[src/rtl/rv32i_fetch_if.sv]
// Fetch-stage bus bundle: redirect input, instruction-memory request/response,
// and the decode-facing {pc, inst} valid/ready channel.
interface rv32i_fetch_if;
    logic        redirect_valid;
    logic [31:0] redirect_pc;

    logic        mem_req_valid;
    logic        mem_req_ready;
    logic [31:0] mem_req_addr;
    logic        mem_resp_valid;
    logic [31:0] mem_resp_data;

    logic        inst_valid;
    logic        inst_ready;
    logic [31:0] inst_pc;
    logic [31:0] inst_data;

    // Fetch stage side
    modport master (
        input  redirect_valid,
        input  redirect_pc,
        output mem_req_valid,
        input  mem_req_ready,
        output mem_req_addr,
        input  mem_resp_valid,
        input  mem_resp_data,
        output inst_valid,
        input  inst_ready,
        output inst_pc,
        output inst_data
    );

    // Environment side: memory, decode and execute redirect source
    modport slave (
        output redirect_valid,
        output redirect_pc,
        input  mem_req_valid,
        output mem_req_ready,
        input  mem_req_addr,
        output mem_resp_valid,
        output mem_resp_data,
        input  inst_valid,
        output inst_ready,
        input  inst_pc,
        input  inst_data
    );
endinterface

[src/rtl/rv32i_fetch.sv]
// RV32I instruction fetch: owns the PC, issues credit-limited word fetches, buffers
// in-order responses for decode and squashes stale responses after a redirect.
module rv32i_fetch #(
    parameter logic [31:0] RESET_ADDR  = 32'h0000_0000,
    parameter int unsigned QUEUE_DEPTH = 2
) (
    input logic           clk,
    input logic           rst,
    rv32i_fetch_if.master bus
);
    localparam int unsigned CW = $clog2(QUEUE_DEPTH + 1);
    localparam int unsigned PW = $clog2(QUEUE_DEPTH);

    typedef logic [CW-1:0] cnt_t;
    typedef logic [PW-1:0] ptr_t;
    typedef enum logic [0:0] {StFetch, StFlush} state_e;

    state_e      state_q, state_d;
    logic [31:0] pc_q, pc_d;
    cnt_t        outstanding_q, outstanding_d;
    cnt_t        discard_q, discard_d;
    cnt_t        count_q, count_d;
    ptr_t        head_q, head_d;
    ptr_t        tail_q, tail_d;
    ptr_t        iss_wr_q, iss_wr_d;
    ptr_t        iss_rd_q, iss_rd_d;

    logic [31:0] q_pc   [QUEUE_DEPTH];
    logic [31:0] q_data [QUEUE_DEPTH];
    // PC of each live (non-stale) outstanding request, in issue order
    logic [31:0] iss_pc [QUEUE_DEPTH];

    logic        req_valid;
    logic        req_fire;
    logic        resp;
    logic        push;
    logic        pop;
    logic        iss_we;
    logic        q_we;
    logic        credit_ok;
    logic [CW:0] inflight;
    cnt_t        outstanding_nxt;
    logic        unused_redirect_lsb;

    assign unused_redirect_lsb = ^bus.redirect_pc[1:0];

    // Credit counts buffered entries too, so every response is guaranteed a slot
    assign inflight  = {1'b0, outstanding_q} + {1'b0, count_q};
    assign credit_ok = inflight < (CW + 1)'(QUEUE_DEPTH);
    assign req_valid = !rst && (state_q == StFetch) && credit_ok;
    assign req_fire  = req_valid && bus.mem_req_ready;
    assign resp      = bus.mem_resp_valid;
    assign pop       = (count_q != '0) && bus.inst_ready;
    assign push      = resp && (state_q == StFetch) && !bus.redirect_valid;

    assign outstanding_nxt = outstanding_q + cnt_t'(req_fire) - cnt_t'(resp);

    always_comb begin
        state_d       = state_q;
        pc_d          = pc_q;
        outstanding_d = outstanding_nxt;
        discard_d     = discard_q;
        count_d       = count_q;
        head_d        = head_q;
        tail_d        = tail_q;
        iss_wr_d      = iss_wr_q;
        iss_rd_d      = iss_rd_q;
        iss_we        = 1'b0;
        q_we          = 1'b0;

        if (bus.redirect_valid) begin
            // Everything still in flight, including a request accepted now, is stale
            pc_d      = {bus.redirect_pc[31:2], 2'b00};
            count_d   = '0;
            head_d    = '0;
            tail_d    = '0;
            iss_wr_d  = '0;
            iss_rd_d  = '0;
            discard_d = outstanding_nxt;
            state_d   = (outstanding_nxt != '0) ? StFlush : StFetch;
        end else begin
            if (req_fire) begin
                pc_d     = pc_q + 32'd4;
                iss_we   = 1'b1;
                iss_wr_d = iss_wr_q + ptr_t'(1);
            end

            if ((state_q == StFlush) && resp) begin
                discard_d = discard_q - cnt_t'(1);
                if (discard_q == cnt_t'(1)) begin
                    state_d = StFetch;
                end
            end

            if (push) begin
                q_we     = 1'b1;
                tail_d   = tail_q + ptr_t'(1);
                iss_rd_d = iss_rd_q + ptr_t'(1);
            end

            if (pop) begin
                head_d = head_q + ptr_t'(1);
            end

            count_d = count_q + cnt_t'(push) - cnt_t'(pop);
        end
    end

    always_ff @(posedge clk) begin
        if (rst) begin
            state_q       <= StFetch;
            pc_q          <= RESET_ADDR;
            outstanding_q <= '0;
            discard_q     <= '0;
            count_q       <= '0;
            head_q        <= '0;
            tail_q        <= '0;
            iss_wr_q      <= '0;
            iss_rd_q      <= '0;
        end else begin
            state_q       <= state_d;
            pc_q          <= pc_d;
            outstanding_q <= outstanding_d;
            discard_q     <= discard_d;
            count_q       <= count_d;
            head_q        <= head_d;
            tail_q        <= tail_d;
            iss_wr_q      <= iss_wr_d;
            iss_rd_q      <= iss_rd_d;
        end
    end

    // Storage needs no reset: occupancy is tracked by the counters and pointers
    always_ff @(posedge clk) begin
        if (iss_we) begin
            iss_pc[iss_wr_q] <= pc_q;
        end
        if (q_we) begin
            q_pc[tail_q]   <= iss_pc[iss_rd_q];
            q_data[tail_q] <= bus.mem_resp_data;
        end
    end

    assign bus.mem_req_valid = req_valid;
    assign bus.mem_req_addr  = pc_q;
    assign bus.inst_valid    = (count_q != '0);
    assign bus.inst_pc       = q_pc[head_q];
    assign bus.inst_data     = q_data[head_q];

    a_resp_has_request: assert property (
        @(posedge clk) disable iff (rst) bus.mem_resp_valid |-> (outstanding_q != '0));

    a_no_overflow: assert property (
        @(posedge clk) disable iff (rst) (push && !pop) |-> (count_q != cnt_t'(QUEUE_DEPTH)));
endmodule
[src/flat_wrapper.sv]
// flat-port wrapper written by rule: the top's interface ports become plain ports
module rv32i_fetch_flat 
#(
    parameter logic [31:0] RESET_ADDR  = 32'h0000_0000,
    parameter int unsigned QUEUE_DEPTH = 2
)
  (clk, rst, bus_redirect_valid, bus_redirect_pc, bus_mem_req_valid, bus_mem_req_ready, bus_mem_req_addr, bus_mem_resp_valid, bus_mem_resp_data, bus_inst_valid, bus_inst_ready, bus_inst_pc, bus_inst_data);
  rv32i_fetch_if bus_i ();
  input logic clk;
  input logic rst;
  input wire logic [$bits(bus_i.redirect_valid)-1:0] bus_redirect_valid;
  input wire logic [$bits(bus_i.redirect_pc)-1:0] bus_redirect_pc;
  output wire logic [$bits(bus_i.mem_req_valid)-1:0] bus_mem_req_valid;
  input wire logic [$bits(bus_i.mem_req_ready)-1:0] bus_mem_req_ready;
  output wire logic [$bits(bus_i.mem_req_addr)-1:0] bus_mem_req_addr;
  input wire logic [$bits(bus_i.mem_resp_valid)-1:0] bus_mem_resp_valid;
  input wire logic [$bits(bus_i.mem_resp_data)-1:0] bus_mem_resp_data;
  output wire logic [$bits(bus_i.inst_valid)-1:0] bus_inst_valid;
  input wire logic [$bits(bus_i.inst_ready)-1:0] bus_inst_ready;
  output wire logic [$bits(bus_i.inst_pc)-1:0] bus_inst_pc;
  output wire logic [$bits(bus_i.inst_data)-1:0] bus_inst_data;
  assign bus_i.redirect_valid = bus_redirect_valid;
  assign bus_i.redirect_pc = bus_redirect_pc;
  assign bus_mem_req_valid = bus_i.mem_req_valid;
  assign bus_i.mem_req_ready = bus_mem_req_ready;
  assign bus_mem_req_addr = bus_i.mem_req_addr;
  assign bus_i.mem_resp_valid = bus_mem_resp_valid;
  assign bus_i.mem_resp_data = bus_mem_resp_data;
  assign bus_inst_valid = bus_i.inst_valid;
  assign bus_i.inst_ready = bus_inst_ready;
  assign bus_inst_pc = bus_i.inst_pc;
  assign bus_inst_data = bus_i.inst_data;
  rv32i_fetch #(.RESET_ADDR(RESET_ADDR), .QUEUE_DEPTH(QUEUE_DEPTH)) u_core (.clk(clk), .rst(rst), .bus(bus_i));
endmodule
[config.mk]
export PLATFORM = sky130hd
export DESIGN_NAME = rv32i_fetch_flat
export DESIGN_NICKNAME = d
export VERILOG_FILES = /design/src/rtl/rv32i_fetch_if.sv /design/src/rtl/rv32i_fetch.sv /design/src/flat_wrapper.sv
export SDC_FILE = /design/constraint.sdc
export NUM_CORES = 1
export LEC_CHECK = 0
export CORE_MARGIN = 10
export CORE_UTILIZATION = 47
export DETAILED_ROUTE_END_ITERATION = 10
export PLACE_DENSITY = 0.84
export SLEW_MARGIN = 20
export SYNTH_ARGS = -nofsm -noshare
export SYNTH_HDL_FRONTEND = slang
export SYNTH_SLANG_ARGS = --single-unit
[constraint.sdc]
create_clock -name clk -period 4.36 [get_ports clk]
set_input_delay 0.654 -clock clk [delete_from_list [all_inputs] [get_ports clk]]
set_output_delay 0.654 -clock clk [all_outputs]
set_load 0.1 [all_outputs]
==> reports/qor_table.md <==
| Quantity | This run |
|---|---|
| Clk root buf | sky130_fd_sc_hd__clkbuf_16 |
| Measured slew at the worst slew-check pin | 1.05 ns |
| Proportion of total power due to net switching | 27.8% |
| HPWL after detailed placement | 14000 um |
| Post-cts gate resize count | 0 |
| Proportion of synthesized chip area in sequential cells | 69.8% |
| Relative contribution of the clock network to total power | 35.3% |
| Global-route total usage across every layer | 16.0% |
| Clock tree from TritonCTS | yes |
| Async SR Flop Fraction | 0% |
| Vertical die dimension | 159 um |
| Die outline area | 25400 um2 |
| Internal Pwr Total | 3.75 mW |
| Static leakage | 3.91 nW |
| Netlist area before placement | 9150 um2 |
| CP bufs+invs | 2 |
| Critical-path cell with the highest stage delay | sky130_fd_sc_hd__clkdlybuf4s50_1 |
| Warnings from Yosys | 0 |
| Avg Cell Area, Syn | 15.1 um2 |
| Count of antenna diodes in the layout | 0 |
| Arithmetic-cell share of the synthesized area counting full adders, half adders and majority gates | 1.04% |
| Number of hold-repair buffers added at the cts stage | 0 |
| Initial detailed-routing violation count | 466 |
| Area growth syn-to-layout | 29.0% |
| Critical path required time | 3.71 ns |
| Total overflow reported by the global router | 0 |
| Number of nets still failing antenna checks after routing | 0 |
| Period Utilization, post-route | 83.1% |
| Critical path class | reg -> out |
| Unrepaired setup endpoints after global routing | no |
| X dimension of the die | 159 um |
| Final estimated routing congestion in global placement | 0.840 |
| Vias after detailed routing | 5842 |
| Number of I/O pins | 168 |
| Starting density of the core | 48.4% |
| Proportion of synthesized area in mux cells | 11.3% |
| Clock latency on the worst-skew pair | 0.50 ns |
| Placed Cells incl. Taps | 1010 |
| CP Data Arrival Time | 2.97 ns |
| Number of nets at the end of the flow | 852 |
| Placeable Area | 18900 um2 |
| Share of final-layout standard cells stronger than drive strength 1 | 18.3% |
| Max Transition Viols Final | 0 |
| Final routed wire length divided by cell count | 20.1 um |
| Category of the worst setup path capture point | output port |
| Final Instance Count excl. Fillers | 1052 |
| Syn Inst Count | 607 |
| Worst clock skew on the final layout | 0.0120 ns |
| Power density over the cells | 440 nW/um2 |
| Switching pwr | 1.45 mW |
| Primary flip-flop cell chosen by synthesis mapping | sky130_fd_sc_hd__edfxtp_1 |
| Setup violation total in the final timing report | 0 |
| Max-cap violation count | 0 |
| Number of enable-type register cells in the synthesized netlist | 184 |
| Num rows | 50 |
| H-tree levels | 1 |
| Max frequency | 276 MHz |
| Type of the most critical hold path | reg -> reg |
| Accumulated negative setup slack | 0 ns |
| Result of the run | finished, final reports clean |
| DR pass1 iterations | 5 |
| Largest net degree at the start of global routing | 63 |
| Hold Vio Cnt, Final | 0 |
| Global-route wire length before repair | 33400 um |
| Largest stage delay on the critical path | 1.16 ns |
| Number of antenna violations at the first check in global routing | 0 |
| Compound-cell area share of the yosys netlist | 5.03% |
| Unique cell type count in the Yosys netlist | 48 |
| Largest vdd supply drop | 0.000218 V |
| Main combinational cell family by area after synthesis | multiplexers |
| Proportion of power drawn by combinational gates | 16.5% |
| Final Routed Wirelength | 21100 um |
| Clock-pin slew on the worst setup and hold paths | 0.06 ns |
| Maximum root-to-sink buffer count | 3 |
| Cell family contributing the most delay on the critical path | buffers and inverters |
| Most frequent standard cell in the layout excluding fill and tap cells | sky130_fd_sc_hd__edfxtp_1 |
| Kind of start point of the critical path | flip-flop |
| Post-layout min period | 3.62 ns |
| Slew headroom | 29.6% |
| CTS Sinks | 227 |
| Top library cells by usage in the layout, fill and taps aside | 184 x sky130_fd_sc_hd__edfxtp_1, 160 x sky130_fd_sc_hd__clkdlybuf4s50_1, 92 x sky130_fd_sc_hd__mux2_2 |
| Portion of total power attributed to sequential cells | 48.2% |
| Number of global-route vias before repair | 5979 |
| Quantity of I/O buffers inserted on ports | 161 |
| Fraction of synthesized cell area in xor and xnor cells | 1.34% |
| Number of buffers created by CTS | 23 |
| Ordered list of cells on the worst path | buf_4 -> mux2_2 -> clkdlybuf4s50_1 |
| Vias/cell | 5.55 |
| Synth Area in Simple Gates | 9.22% |
| Number of synthesized register bits | 227 |
| Number of post-CTS setup repair buffers | 0 |
| Critical Path Fanout Max | 23 |
| Post-detailed-route DRC marker count | 0 |
## power by group through the flow
stage | registers (mW) | logic, mW | clock network [mW]
6_report | 2.51 | 0.856 | 1.83
4_1_cts | 2.50 | 0.862 | 1.88
3_3_place_gp | 2.54 | 0.849 | 0
2_1_floorplan | 2.67 | 0.483 | 0
3_5_place_dp | 2.55 | 0.857 | 0
5_1_grt | 2.52 | 0.894 | 1.97
## metal layers
layer  up-vias  track usage (%)  share of wire [%]
li1       2686                -                  -
met5         -                0                  0
met1      2866             20.5                 42
met2       246             26.0                 48
met3        44             4.47                7.9
met4         0             4.63                2.4
## synthesized netlist by cell type, types with 3 or more instances
master / number / area share (%)
sky130_fd_sc_hd__nor2_1: 40 / 1.6
sky130_fd_sc_hd__inv_1: 14 / 0.57
sky130_fd_sc_hd__a211oi_1: 10 / 0.82
sky130_fd_sc_hd__or4_1: 11 / 0.90
sky130_fd_sc_hd__and2_1: 12 / 0.82
sky130_fd_sc_hd__a21oi_1: 4 / 0.22
sky130_fd_sc_hd__o31ai_1: 8 / 0.66
sky130_fd_sc_hd__o21ai_0: 7 / 0.38
sky130_fd_sc_hd__a311oi_1: 12 / 1.1
sky130_fd_sc_hd__clkbuf_1: 25 / 1.0
sky130_fd_sc_hd__mux2_2: 92 / 11
sky130_fd_sc_hd__buf_4: 4 / 0.33
sky130_fd_sc_hd__edfxtp_1: 184 / 60
sky130_fd_sc_hd__nand4_1: 14 / 0.96
sky130_fd_sc_hd__a2111oi_1: 3 / 0.33
sky130_fd_sc_hd__nand3_1: 14 / 0.77
sky130_fd_sc_hd__nor4_1: 8 / 0.55
sky130_fd_sc_hd__nor2b_1: 3 / 0.21
sky130_fd_sc_hd__nor3_1: 5 / 0.27
sky130_fd_sc_hd__or3_1: 6 / 0.41
sky130_fd_sc_hd__and4_1: 6 / 0.57
sky130_fd_sc_hd__a31oi_1: 4 / 0.27
sky130_fd_sc_hd__a2111oi_0: 4 / 0.38
sky130_fd_sc_hd__xor2_1: 9 / 0.86
sky130_fd_sc_hd__nand2_1: 22 / 0.90
sky130_fd_sc_hd__ha_1: 6 / 0.82
sky130_fd_sc_hd__dfxtp_1: 43 / 9.4
sky130_fd_sc_hd__xnor2_1: 5 / 0.48
sky130_fd_sc_hd__and3_1: 5 / 0.34
## flip-flops by register name, summed over array words and instances, names as in the netlist, named ones only
register,cells
u_core.head_q,1
u_core.q_pc,60
u_core.iss_pc,60
u_core.q_data,64
u_core.outstanding_q,2
u_core.iss_wr_q,1
u_core.state_q,1
u_core.bus.mem_req_addr,30
u_core.count_q,2
u_core.tail_q,1
u_core.discard_q,2
u_core.iss_rd_q,1
## worst min-delay path, stage by stage, from the launching register on
cell and delay, ns:
sky130_fd_sc_hd__dfxtp_1 0.32, sky130_fd_sc_hd__xnor2_1 0.08, sky130_fd_sc_hd__nor2_1 0.08
## final cells by class
cell class / instances / area (um2)
clock buffer: 37 / 678
clock inverter: 5 / 32.5
fill: 1467 / 7090
inverter: 15 / 56.3
multi-input combinational: 335 / 2580
sequential: 227 / 6390
tap: 260 / 325
timing repair buffer: 173 / 1740
## kinds of logic after synthesis
kind of cell	Yosys count
AOI/OAI and AO/OA	61
xor gates and xnor gates	14
adders and majority gates	7
buffers and inverters	48
DFF	227
muxes	92
other	1
and+or+nand+nor	157
## path summary, 6_finish.rpt
kind	start	end	slack, ns	cells past startpoint
setup / recovery	flip-flop	bus_inst_data[16]	0.74	3
hold / removal	u_core.iss_rd_q$_SDFFE_PP0P_	u_core.iss_rd_q$_SDFFE_PP0P_	0.52	2
setup reg to reg	u_core.count_q[0]$_SDFF_PP0_	u_core.bus.mem_req_addr[20]$_SDFFE_PP0P_	1.14	8
hold reg to reg	u_core.iss_rd_q$_SDFFE_PP0P_	u_core.iss_rd_q$_SDFFE_PP0P_	0.52	2
## per-stage QoR
| stage | hold WS (ns) | total power [mW] | cell area, um2 | setup WS (ns) | utilization [%] |
|---|---|---|---|---|---|
| floorplan | 0.481 | 3.15 | 9160 | 0.567 | - |
| global placement | 0.496 | 3.39 | 11100 | 1.16 | 58.7 |
| detailed placement | 0.499 | 3.41 | 11100 | 1.12 | 58.7 |
| CTS | 0.516 | 5.25 | 11800 | 0.669 | 62.5 |
| global route | 0.531 | 5.38 | 11800 | 0.611 | 62.5 |
| finish | 0.517 | 5.20 | 11800 | 0.735 | 62.5 |
Note: power is estimated with default switching activity, not from simulation.
